**src/rtl/cprv_hazard_ctrl.sv**
```systemverilog
// cprv_hazard_ctrl: register-write scoreboard and ID->EX issue gate.
// One saturating pending-write counter per architectural register (x0 untracked)
// plus a global in-flight count. ID is held on RAW against a pending write, on a
// destination whose counter is full, or when the in-flight budget is exhausted.
module cprv_hazard_ctrl #(
  parameter int NUM_REGS     = 32,
  parameter int CNT_WIDTH    = 2,
  parameter int MAX_INFLIGHT = 4,
  localparam int AW = $clog2(NUM_REGS),
  localparam int IW = $clog2(MAX_INFLIGHT + 1)
) (
  input  logic                clk,
  input  logic                rst_n,
  input  logic                valid_id_i,
  input  logic [AW-1:0]       rs1_addr_i,
  input  logic [AW-1:0]       rs2_addr_i,
  input  logic                rs1_used_i,
  input  logic                rs2_used_i,
  input  logic [AW-1:0]       rd_addr_i,
  input  logic                rd_en_i,
  input  logic                ready_ex_i,
  input  logic                wb_valid_i,
  input  logic [AW-1:0]       wb_rd_addr_i,
  input  logic                flush_i,
  output logic                stall_o,
  output logic                valid_ex_o,
  output logic                ready_id_o,
  output logic                issue_o,
  output logic [NUM_REGS-1:0] pending_o,
  output logic [IW-1:0]       inflight_o,
  output logic                err_o
);

  localparam logic [CNT_WIDTH-1:0] CNT_MAX = {CNT_WIDTH{1'b1}};

  logic [NUM_REGS-1:0][CNT_WIDTH-1:0] cnt_q, cnt_d;
  logic [IW-1:0] inflight_q, inflight_d;
  logic          err_q, err_d;

  logic raw1, raw2, waw_full, cap;
  logic rd_trk, trk_issue, trk_retire, wb_orphan;

  // Hazard detection and handshake gating, from registered state only
  always_comb begin
    rd_trk   = rd_en_i && (rd_addr_i != '0);
    raw1     = rs1_used_i && (rs1_addr_i != '0) && (cnt_q[rs1_addr_i] != '0);
    raw2     = rs2_used_i && (rs2_addr_i != '0) && (cnt_q[rs2_addr_i] != '0);
    waw_full = rd_trk && (cnt_q[rd_addr_i] == CNT_MAX);
    cap      = rd_trk && (inflight_q == IW'(MAX_INFLIGHT));
    stall_o    = valid_id_i && (raw1 || raw2 || waw_full || cap);
    valid_ex_o = valid_id_i && !stall_o;
    ready_id_o = ready_ex_i && !stall_o;
    issue_o    = valid_ex_o && ready_ex_i;
    trk_issue  = issue_o && rd_trk;
    trk_retire = wb_valid_i && (wb_rd_addr_i != '0) && (cnt_q[wb_rd_addr_i] != '0);
    wb_orphan  = wb_valid_i && (wb_rd_addr_i != '0) && (cnt_q[wb_rd_addr_i] == '0);
  end

  // Next-state for counters, in-flight total and sticky error; flush wins
  always_comb begin
    logic inc_r, dec_r;
    cnt_d      = cnt_q;
    inflight_d = inflight_q;
    err_d      = err_q || wb_orphan;
    inc_r      = 1'b0;
    dec_r      = 1'b0;
    cnt_d[0]   = '0;
    for (int r = 1; r < NUM_REGS; r++) begin
      inc_r = trk_issue  && (rd_addr_i    == AW'(r));
      dec_r = trk_retire && (wb_rd_addr_i == AW'(r));
      if (inc_r && !dec_r)      cnt_d[r] = cnt_q[r] + CNT_WIDTH'(1);
      else if (dec_r && !inc_r) cnt_d[r] = cnt_q[r] - CNT_WIDTH'(1);
    end
    if (trk_issue && !trk_retire)      inflight_d = inflight_q + IW'(1);
    else if (trk_retire && !trk_issue) inflight_d = inflight_q - IW'(1);
    if (flush_i) begin
      cnt_d      = '0;
      inflight_d = '0;
    end
  end

  // State registers
  always_ff @(posedge clk or negedge rst_n) begin
    if (!rst_n) begin
      cnt_q      <= '0;
      inflight_q <= '0;
      err_q      <= 1'b0;
    end else begin
      cnt_q      <= cnt_d;
      inflight_q <= inflight_d;
      err_q      <= err_d;
    end
  end

  // Status outputs
  always_comb begin
    for (int r = 0; r < NUM_REGS; r++) pending_o[r] = (cnt_q[r] != '0);
    inflight_o = inflight_q;
    err_o      = err_q;
  end

endmodule

```
**config.mk**
```make
export PLATFORM = sky130hd
export DESIGN_NAME = cprv_hazard_ctrl
export DESIGN_NICKNAME = d
export VERILOG_FILES = /design/src/rtl/cprv_hazard_ctrl.sv
export SDC_FILE = /design/constraint.sdc
export NUM_CORES = 1
export LEC_CHECK = 0
export CORE_MARGIN = 2
export CORE_UTILIZATION = 40
export CTS_BUF_LIST = sky130_fd_sc_hd__clkbuf_8
export CTS_CLUSTER_SIZE = 14
export DETAILED_ROUTE_END_ITERATION = 12
export PLACE_DENSITY = 0.69
export SKIP_CTS_REPAIR_TIMING = 1
export SLEW_MARGIN = 20
export SYNTH_ARGS = -nofsm -noshare
export SYNTH_HDL_FRONTEND = slang
export SYNTH_SLANG_ARGS = --single-unit
```
**constraint.sdc**
```tcl
create_clock -name clk -period 3.4 [get_ports clk]
set_input_delay 0.68 -clock clk [delete_from_list [all_inputs] [get_ports clk]]
set_output_delay 0.68 -clock clk [all_outputs]
set_load 0.005 [all_outputs]
```
==> run metrics <==
outcome finished clean; fin nets 847; Slew Viols, Final 0; CP max FO 5; CTS clk-pin slew, worst paths approximately 0.070 ns; Async SR Flop Fraction 1.00; Clk network pwr share 0.334; Post-Syn Area per Cell 8.86 um^2; Max Clk Rate 0.298 GHz; Initial Utilization 0.413; Worst path slowest cell mux4_2; fin util 0.555; synth warn 0; clock root buffer clkbuf_8; RSZ-0062 raised after global routing true; most common cell in the synthesized netlist nor2_1; DRT Pass-1 Iters 6; CTS tree yes; cell taking the most area after synthesis dfrtp_1; # port buffers 67; #FFs+latches synth between 60 and 70; Leak 3.32 nW; CP cell instances buf_8 -> buf_6 -> mux4_2 -> mux4_2 -> o21a_2 -> or2_4 -> a21oi_4 -> nor2b_1 -> nor2b_1 -> buf_2; die area 15,400 um^2; I/O pin total 69; Switch Pwr 593 uW; critical path data required time 2.72 ns; Die X-Extent 124 um; Fin Clk Skew 0.00699 ns; Design Area, Final 7760 um^2; Final ANT Viol Nets 0; WL/cell between 20 and 25 um; clock sink total 66; commonest cells in the synthesized netlist 81 x nor2_1, 66 x dfrtp_1, 49 x xnor2_1, 48 x inv_1, 38 x nand2_1; worst-margin pin slew 0.758 ns; final worst path period need 3.36 ns; CP peak stage delay around 0.50 ns; Critical Path Sink Type output port; post-synth cell types slightly below 70; Peak VDD IR 0.246 mV; Area contributors post-synth dfrtp_1 29%, mux4_2 8.6%, xnor2_1 7.4%, nor2_1 5.3%, mux4_1 4.6%; Die Y-Extent 124 um; Overall Global Routing Usage 0.271; final setup fails 0; Sw Ratio 0.311; Rel. slew slack 0.495; Gate Count Post-Synth 652; layout cells sized above 1 0.285; post-synthesis sequential area ratio 0.286; fill count between 1,000 and 1,500; placed inst area between 7000 and 8000 um^2; post-synth design cell area 5770 um^2; Post-synth EDFFs 0; CTS Buf Count 9; Area Overhead vs Synth 34.4%; Routed Wire Length between 20 and 25 mm; H-tree levels 3; Gate power share 0.245; Via Count 6,006; initial antenna violation count 0; first-pass GRT wire length 31.2 mm; Clk Latency, worst-skew pair 0.37 ns; pin count of the biggest net entering global routing 40; Sequential Power Share 0.420; Max Cap Viol 0; Rows 43; Main synth FF type dfrtp_1; fin crit share 0.988; number of diodes 0; power per cell area ~250 nW/um^2; hpwl dp approximately 16 mm; Net Count, Synth 682; worst path bufs/invs 3; Worst Setup Path Type in2out; Fin Hold WS 0.366 ns; core area 14,000 um^2; vias in the first global route ~5,800; DRC Markers 0; grt ovf 0; placer congestion estimate 1.07; final hold vios 0; clock buffer depth 2; Crit path max-delay family multiplexers; Pint 1.31 mW; crit start category primary input; HP Class in2async; number of vias per cell 5.99; Critical Path AT roughly 2.7 ns; Yosys top cell area share 0.286; initial detailed-routing violation count about 640
[metal layers]
| layer | share of wire | wire length (um) | track usage | up-vias |
|---|---|---|---|---|
| li1 | - | - | - | 2699 |
| met5 | 0 | 0 | 0 | - |
| met3 | 0.069 | 1440 | 0.0632 | 57 |
| met4 | 0.039 | 805 | 0.119 | 0 |
| met2 | 0.50 | 10400 | 0.458 | 265 |
| met1 | 0.39 | 8230 | 0.328 | 2985 |
[area by class of cell]
cell class / instances / area [um^2] / area share
Inverter: 48 / 184 / 0.0237
Clock buffer: 12 / 165 / 0.0213
Multi-Input combinational cell: 500 / 3830 / 0.493
Tap cell: 180 / 225 / 0.0290
Sequential cell: 66 / 1650 / 0.213
Clock inverter: 4 / 17.5 / 0.00226
Timing Repair Buffer: 192 / 1690 / 0.218
[stage by stage]
step                      TNS, ns  setup slack [ns]  cells  total power [mW]
after global placement     -24.08            -0.929    976              1.23
after CTS                   -4.95            -0.935    992              1.88
final                           0            0.0410   1002              1.91
after global routing      -0.0269           -0.0137   1002              1.98
after detailed placement   -26.48            -0.937    976              1.24
after floorplan                 0            0.0184    652              1.05
[final timing paths]
kind | start | end | slack [ns] | cells past startpoint
worst max register to register | cnt_q[10] | inflight_o[2] | 0.16 | 11
worst min-delay path | rst_n | cnt_q[31] | 0.37 | 1
worst max-delay path | rd_addr_i[0] | ready_id_o | 0.04 | 10
max in group asynchronous | rst_n | cnt_q[39] | 2.36 | 2
worst min register to register | err_o | err_o | 0.51 | 1
min in group clk | err_o | err_o | 0.51 | 1
[logic make-up (layout without fill, tap and decap cells)]
family | Yosys count | count (layout) | synth area share
and+or+nand+nor | 281 | 281 | 0.267
AOI/OAI and AO/OA | 121 | 121 | 0.136
adders and majority gates | 1 | 1 | 0.00347
buffers and inverters | 86 | 256 | 0.0765
DFF | 66 | 66 | 0.286
xor gates and xnor gates | 55 | 55 | 0.0834
other | 1 | 1 | 0.000649
muxes | 41 | 41 | 0.148
[sequential cells by signal, indices dropped and copies added (netlist names)]
name        count
cnt_q          62
inflight_o      3
err_o           1
[layout by cell type (no fill, tap or decap), types with 11 or more instances in the layout]
cell type and n:
a21oi_1 20, a31oi_1 17, buf_4 115, clkbuf_8 12, clkdlybuf4s50_1 51, dfrtp_1 66
inv_1 48, mux4_2 27, nand2_1 37, nand3_1 24, nor2_1 80, nor2b_1 11
nor3_1 14, nor4_1 23, nor4_2 14, o21ai_0 32, or3_1 23, xnor2_1 49
[power by group through the flow]
stage          logic [mW]  clock network [mW]  registers [mW]
4_1_cts             0.429               0.650           0.802
6_report            0.468               0.638           0.802
5_1_grt             0.498               0.683           0.803
3_3_place_gp        0.417                   0           0.817
2_1_floorplan       0.232                   0           0.815
3_5_place_dp        0.428                   0           0.817
[worst register-to-register path: cells and delay by family, from the launching register on]
| kind | cells | cell delay (ns) |
|---|---|---|
| muxes | 2 | 0.84 |
| AOI/OAI and AO/OA | 4 | 0.80 |
| and+or+nand+nor | 3 | 0.55 |
| DFF | 1 | 0.42 |
| adders and majority gates | 1 | 0.36 |
| buffers and inverters | 1 | 0.15 |
Power figures use the tool's default switching activity.
